==> src/rtl/systolic_mm_core.sv <==
// Output-stationary N x N systolic matrix-multiply core.
// Operands stream in (A then B, row-major), results C stream out row-major.
module systolic_mm_core #(
  parameter int unsigned BITWIDTH = 8,
  parameter int unsigned N        = 4,
  parameter int unsigned ACCWIDTH = 2 * BITWIDTH + $clog2(N),
  parameter int unsigned SIGNED   = 0
) (
  input  logic                clk,
  input  logic                reset,
  input  logic                start,
  input  logic                acc_clear,
  input  logic                in_valid,
  output logic                in_ready,
  input  logic [BITWIDTH-1:0] in_data,
  output logic                out_valid,
  input  logic                out_ready,
  output logic [ACCWIDTH-1:0] out_data,
  output logic                out_last,
  output logic                busy,
  output logic                done
);

  localparam int unsigned IW         = $clog2(N);
  localparam int unsigned CMP_CYCLES = 3 * N - 1;
  localparam int unsigned CW         = $clog2(CMP_CYCLES + 1);
  localparam logic [IW-1:0] LAST_IDX = IW'(N - 1);
  localparam logic [CW-1:0] CMP_LAST = CW'(CMP_CYCLES - 1);

  typedef enum logic [2:0] {
    S_IDLE    = 3'd0,
    S_LOAD_A  = 3'd1,
    S_LOAD_B  = 3'd2,
    S_COMPUTE = 3'd3,
    S_DRAIN   = 3'd4
  } state_t;

  state_t state, state_next;

  logic [BITWIDTH-1:0] a_mem  [N][N];
  logic [BITWIDTH-1:0] b_mem  [N][N];
  logic [ACCWIDTH-1:0] acc    [N][N];
  logic [BITWIDTH-1:0] pe_a   [N][N-1];
  logic [BITWIDTH-1:0] pe_b   [N-1][N];
  logic [BITWIDTH-1:0] a_in   [N][N];
  logic [BITWIDTH-1:0] b_in   [N][N];
  logic [BITWIDTH-1:0] feed_a [N];
  logic [BITWIDTH-1:0] feed_b [N];

  logic [IW-1:0] ld_row, ld_col;
  logic [IW-1:0] out_row, out_col;
  logic [IW-1:0] nxt_row, nxt_col;
  logic [CW-1:0] cmp_cnt;

  logic in_xfer, ld_last, cmp_last, out_xfer, out_end, start_ok;
  logic in_ready_d, out_valid_d, busy_d, done_d;

  // Product of two operands, sign- or zero-extended to the accumulator width.
  function automatic logic [ACCWIDTH-1:0] mul_ext(input logic [BITWIDTH-1:0] a,
                                                  input logic [BITWIDTH-1:0] b);
    logic signed [2*BITWIDTH-1:0] sp;
    logic        [2*BITWIDTH-1:0] up;
    sp = $signed({{BITWIDTH{a[BITWIDTH-1]}}, a}) * $signed({{BITWIDTH{b[BITWIDTH-1]}}, b});
    up = {{BITWIDTH{1'b0}}, a} * {{BITWIDTH{1'b0}}, b};
    if (SIGNED != 0) return ACCWIDTH'(sp);
    return ACCWIDTH'(up);
  endfunction

  assign start_ok = (state == S_IDLE) && start;
  assign in_xfer  = in_valid & in_ready;
  assign ld_last  = (ld_row == LAST_IDX) && (ld_col == LAST_IDX);
  assign cmp_last = (cmp_cnt == CMP_LAST);
  assign out_xfer = out_valid & out_ready;
  assign out_end  = out_xfer & out_last;
  assign nxt_col  = (out_col == LAST_IDX) ? '0 : out_col + IW'(1);
  assign nxt_row  = (out_col == LAST_IDX) ? out_row + IW'(1) : out_row;

  // State register
  always_ff @(posedge clk or negedge reset) begin
    if (!reset) state <= S_IDLE;
    else        state <= state_next;
  end

  // Next-state logic
  always_comb begin
    state_next = state;
    case (state)
      S_IDLE:    if (start) state_next = S_LOAD_A;
      S_LOAD_A:  if (in_xfer && ld_last) state_next = S_LOAD_B;
      S_LOAD_B:  if (in_xfer && ld_last) state_next = S_COMPUTE;
      S_COMPUTE: if (cmp_last) state_next = S_DRAIN;
      S_DRAIN:   if (out_end) state_next = S_IDLE;
      default:   state_next = S_IDLE;
    endcase
  end

  // Control outputs decoded from the upcoming state
  always_comb begin
    in_ready_d  = (state_next == S_LOAD_A) || (state_next == S_LOAD_B);
    out_valid_d = (state_next == S_DRAIN);
    busy_d      = (state_next != S_IDLE);
    done_d      = (state == S_DRAIN) && out_end;
  end

  // Control output registers
  always_ff @(posedge clk or negedge reset) begin
    if (!reset) begin
      in_ready  <= 1'b0;
      out_valid <= 1'b0;
      busy      <= 1'b0;
      done      <= 1'b0;
    end else begin
      in_ready  <= in_ready_d;
      out_valid <= out_valid_d;
      busy      <= busy_d;
      done      <= done_d;
    end
  end

  // Row-major load position, shared by the A and B phases
  always_ff @(posedge clk or negedge reset) begin
    if (!reset) begin
      ld_row <= '0;
      ld_col <= '0;
    end else if (in_xfer) begin
      if (ld_col == LAST_IDX) begin
        ld_col <= '0;
        ld_row <= (ld_row == LAST_IDX) ? '0 : ld_row + IW'(1);
      end else begin
        ld_col <= ld_col + IW'(1);
      end
    end
  end

  // Compute-phase cycle counter
  always_ff @(posedge clk or negedge reset) begin
    if (!reset)                   cmp_cnt <= '0;
    else if (state != S_COMPUTE)  cmp_cnt <= '0;
    else if (cmp_last)            cmp_cnt <= '0;
    else                          cmp_cnt <= cmp_cnt + CW'(1);
  end

  // Skewed edge feeds: row/column g sees element k = cmp_cnt - g, zero outside 0..N-1
  for (genvar g = 0; g < N; g++) begin : g_feed
    logic [CW-1:0] tap;
    logic          hit;
    assign tap       = cmp_cnt - CW'(g);
    assign hit       = (cmp_cnt >= CW'(g)) && (tap < CW'(N));
    assign feed_a[g] = hit ? a_mem[g][IW'(tap)] : '0;
    assign feed_b[g] = hit ? b_mem[IW'(tap)][g] : '0;
  end

  for (genvar gi = 0; gi < N; gi++) begin : g_row
    for (genvar gj = 0; gj < N; gj++) begin : g_col

      if (gj == 0) begin : g_a_edge
        assign a_in[gi][gj] = feed_a[gi];
      end else begin : g_a_link
        assign a_in[gi][gj] = pe_a[gi][gj-1];
      end

      if (gi == 0) begin : g_b_edge
        assign b_in[gi][gj] = feed_b[gj];
      end else begin : g_b_link
        assign b_in[gi][gj] = pe_b[gi-1][gj];
      end

      // Operand storage for this matrix position
      always_ff @(posedge clk or negedge reset) begin
        if (!reset) begin
          a_mem[gi][gj] <= '0;
          b_mem[gi][gj] <= '0;
        end else if (in_xfer && (ld_row == IW'(gi)) && (ld_col == IW'(gj))) begin
          if (state == S_LOAD_A) a_mem[gi][gj] <= in_data;
          else                   b_mem[gi][gj] <= in_data;
        end
      end

      // Accumulator: cleared on an accepted start with acc_clear, MAC during compute
      always_ff @(posedge clk or negedge reset) begin
        if (!reset)                     acc[gi][gj] <= '0;
        else if (start_ok && acc_clear) acc[gi][gj] <= '0;
        else if (state == S_COMPUTE)    acc[gi][gj] <= acc[gi][gj] + mul_ext(a_in[gi][gj], b_in[gi][gj]);
      end

      // A operand pipeline to the right neighbour, flushed outside compute
      if (gj < N - 1) begin : g_pa
        always_ff @(posedge clk or negedge reset) begin
          if (!reset)                  pe_a[gi][gj] <= '0;
          else if (state == S_COMPUTE) pe_a[gi][gj] <= a_in[gi][gj];
          else                         pe_a[gi][gj] <= '0;
        end
      end

      // B operand pipeline to the lower neighbour, flushed outside compute
      if (gi < N - 1) begin : g_pb
        always_ff @(posedge clk or negedge reset) begin
          if (!reset)                  pe_b[gi][gj] <= '0;
          else if (state == S_COMPUTE) pe_b[gi][gj] <= b_in[gi][gj];
          else                         pe_b[gi][gj] <= '0;
        end
      end

    end
  end

  // Result stream; the last compute cycle only adds zero padding, so acc is final when sampled
  always_ff @(posedge clk or negedge reset) begin
    if (!reset) begin
      out_row  <= '0;
      out_col  <= '0;
      out_data <= '0;
      out_last <= 1'b0;
    end else if ((state == S_COMPUTE) && cmp_last) begin
      out_row  <= '0;
      out_col  <= '0;
      out_data <= acc[0][0];
      out_last <= 1'b0;
    end else if ((state == S_DRAIN) && out_xfer) begin
      if (out_last) begin
        out_row  <= '0;
        out_col  <= '0;
        out_data <= '0;
        out_last <= 1'b0;
      end else begin
        out_row  <= nxt_row;
        out_col  <= nxt_col;
        out_data <= acc[nxt_row][nxt_col];
        out_last <= (nxt_row == LAST_IDX) && (nxt_col == LAST_IDX);
      end
    end
  end

endmodule

==> config.mk <==
export PLATFORM = sky130hd
export DESIGN_NAME = systolic_mm_core
export DESIGN_NICKNAME = d
export VERILOG_FILES = /design/src/rtl/systolic_mm_core.sv
export SDC_FILE = /design/constraint.sdc
export NUM_CORES = 2
export LEC_CHECK = 0
export BUFFER_PORTS_ARGS = -buffer_cell sky130_fd_sc_hd__buf_4
export CAP_MARGIN = 5
export CORE_MARGIN = 5
export CORE_UTILIZATION = 55
export DETAILED_ROUTE_END_ITERATION = 8
export PLACE_DENSITY_LB_ADDON = 0.08
export SLEW_MARGIN = 20
export SYNTH_ARGS = -nofsm -noshare
export SYNTH_HDL_FRONTEND = slang
export SYNTH_SLANG_ARGS = --single-unit
==> constraint.sdc <==
create_clock -name clk -period 16.4 [get_ports clk]
set_input_delay 4.92 -clock clk [delete_from_list [all_inputs] [get_ports clk]]
set_output_delay 4.92 -clock clk [all_outputs]
set_load 0.02 [all_outputs]
==> metrics.txt <==
Die ar.=140000 um^2; Yosys reg bits=774; Unique masters post-synth=86; synth top area cells=dfrtp_1 (27%), fa_1 (22%), ha_1 (11%), inv_1 (7.1%), and2_1 (5.7%); Simple-Gate Fraction of Synth Area=0.128; num ports=37; WS Path Type=flip-flop to flip-flop; Worst Path Arrival=7.76 ns; Yosys top cell area share=0.265; largest family of logic cells by synthesized area=adder cells; worst skew pair latency=0.75 ns; commonest non-fill, non-tap cell in the layout=inv_1; root buf cell=clkbuf_16; reg2reg start=cmp_cnt[0]$_DFF_PN0_; Clock Skews=0.0857 ns; yosys warns=0; xor-xnor portion of the synthesized cell area=0.0225; Mapped Cells=7252; commonest cells after routing, fill and taps aside=inv_1 (1380), fa_1 (800), nand2_1 (786), dfrtp_1 (773), and2_1 (665); Peak VDD IR=between 0.2 and 0.25 mV; max_slew headroom=0.283; Placeable Area=between 100000 and 150000 um^2; DPL Wire Length=roughly 150000 um; compound-gate portion of the synthesized area=0.0802; Post-CTS Repair Setup Buffers=0; Tot GR Track Use=0.286; post-CTS sizing=0; CTS Buffer Depth=3; hold_sp=a_mem[59]$_DFFE_PN0P_; width of the die=374 um; total CTS buffers=just over 90; via count=~50000; port bufs=36; FMAX=0.140 GHz; setup_tns=0 ns; max-cap viol count=0; Initial Util=0.555; std cell rows=133; Final ANT Viol Nets=0; vias in the first global route=54100; Die Y=374 um; leading area contributor after synthesis=dfrtp_1; drt pass-1 iters=6; share of flip-flops with an asynchronous set or reset=1.00; final hold violation count=0; wirelength, routed=between 150000 and 200000 um; post-route setup slack=9.24 ns; # fillers=11400; CTS Sinks=774; pin count of the biggest net entering global routing=210; multiplexer share of the synthesized area=0.0839; status=finished, final reports clean; RSZ-0062 raised after global routing=no; H-tree lvl count=3; leak pwr=between 40 and 50 nW; Core Util, Final=0.593; DR iter-0 viols=3380; layout net count=8595; P&R area growth vs syn=6.88%; final setup vio count=0; minimum clock period=roughly 7.2 ns; Primary FF master, synth=dfrtp_1; post-synthesis adder-cell area fraction=0.332; gpl congestion=0.917; GRT overflow=0; worst-margin pin slew=1.08 ns; post-synthesis average cell area=10.1 um^2; period utilisation layout=0.437; Mapped Area=73000 um^2; Setup crit start kind=flip-flop; first-pass GRT wire length=312000 um; vias per cell=5.66; CP required=17.00 ns; Slew Limit Fails=0; WL/cell=21.7 um; Setup Slack @ Placement=8.83 ns; power per standard cell area=105 nW/um^2; CTS tree=yes; DRC Markers=0; crit end category=flip-flop; hold crit path type=flip-flop to flip-flop; Worst Setup SP=cmp_cnt[0]$_DFF_PN0_; clk slew on worst S/H paths=0.06 ns; hold buffer count at cts=0; Post-synth EDFFs=0; Placed Cells=8783; initial antenna violation count=7; Seq/Total Area, Yosys=0.265; Net Count, Synth=8723; CP Max Fanout=40; share of cells above drive strength 1=0.0930; Finished Layout Cells=8960
## cell usage after synthesis, drive strengths merged (52+ instances only)
library cell	number
a21o	93
inv	1381
dfrtp	774
a22o	52
fa	800
and3	70
and2	666
xnor2	80
o21ai	280
mux4	127
nand2	787
nor2	115
a21oi	177
clkbuf	233
buf	54
mux2	263
ha	657
xor2	100
o22ai	76
## through the flow
step | hold WS (ns) | instance area [um^2] | total power (W)
after floorplan | 0.446 | 73000 | 0.00485
after global placement | 0.481 | 74600 | 0.00587
after detailed placement | 0.488 | 74600 | 0.00594
after CTS | 0.502 | 78000 | 0.00825
after global routing | 0.504 | 78000 | 0.00877
final | 0.500 | 78000 | 0.00820
## flip-flops by register name, indices dropped and copies added (netlist names), 3 cells and up
register,flops
a_in,96
a_mem,128
acc,288
b_in,96
b_mem,128
cmp_cnt,4
out_data,18
state,3
## where the power goes
part           total, W  leakage [nW]  switching (W)  internal (W)
logic           0.00323          28.6        0.00189       0.00134
registers       0.00270          10.5       0.000441       0.00226
clock network   0.00227          1.65       0.000929       0.00134
## per-layer routing
layer,up-vias,global-route usage,share of wire
met5,-,0,0.000051
met4,2,0.0993,0.041
met3,329,0.0401,0.055
met2,1244,0.477,0.48
met1,26200,0.386,0.43
li1,22900,-,-
## layout make-up
class	count	area (um^2)	area share
inverters	1381	5180	0.0664
clock inverters	55	795	0.0102
well taps	1755	2200	0.0281
clock buffers	119	2620	0.0335
flip-flops and latches	774	19400	0.248
multi-input cells	4810	47300	0.606
diodes	2	5.00	0.0000642
repair buffers	64	571	0.00731
## final timing paths
path                                    endpoint  depth (start not counted)  slack [ns]
max in group asynchronous   acc[276]$_DFFE_PN0P_                          4        9.77
setup reg to reg            acc[233]$_DFFE_PN0P_                         22        9.24
setup / recovery            acc[233]$_DFFE_PN0P_                         22        9.24
hold / removal             a_mem[59]$_DFFE_PN0P_                          1        0.50
min in group asynchronous   acc[221]$_DFFE_PN0P_                          1        4.25
hold reg to reg            a_mem[59]$_DFFE_PN0P_                          1        0.50
## cells by family (layout without fill, tap and decap cells)
group	count (synthesis)	after routing
muxes	417	417
buffers and inverters	1668	1619
and+or+nand+nor	1854	1854
xor gates and xnor gates	180	180
AOI/OAI and AO/OA	902	902
other	0	2
adders and majority gates	1457	1457
DFF	774	774
## worst max-delay path, cell delays in order (launching register included)
cell and delay [ns]:
dfrtp_4 0.90, inv_2 0.10, ha_1 0.31, buf_4 0.47
mux4_2 0.30, nor2b_1 0.75, nand2_1 0.18, fa_1 0.54
fa_1 0.49, inv_1 0.05, fa_1 0.47, inv_1 0.05
fa_1 0.47, inv_1 0.04, ha_1 0.28, o21a_1 0.15
a21bo_2 0.25, a21oi_1 0.22, a311o_1 0.31, a31oi_2 0.12
xnor2_1 0.19, o21ai_0 0.11, a22o_1 0.23
Power figures use the tool's default switching activity.
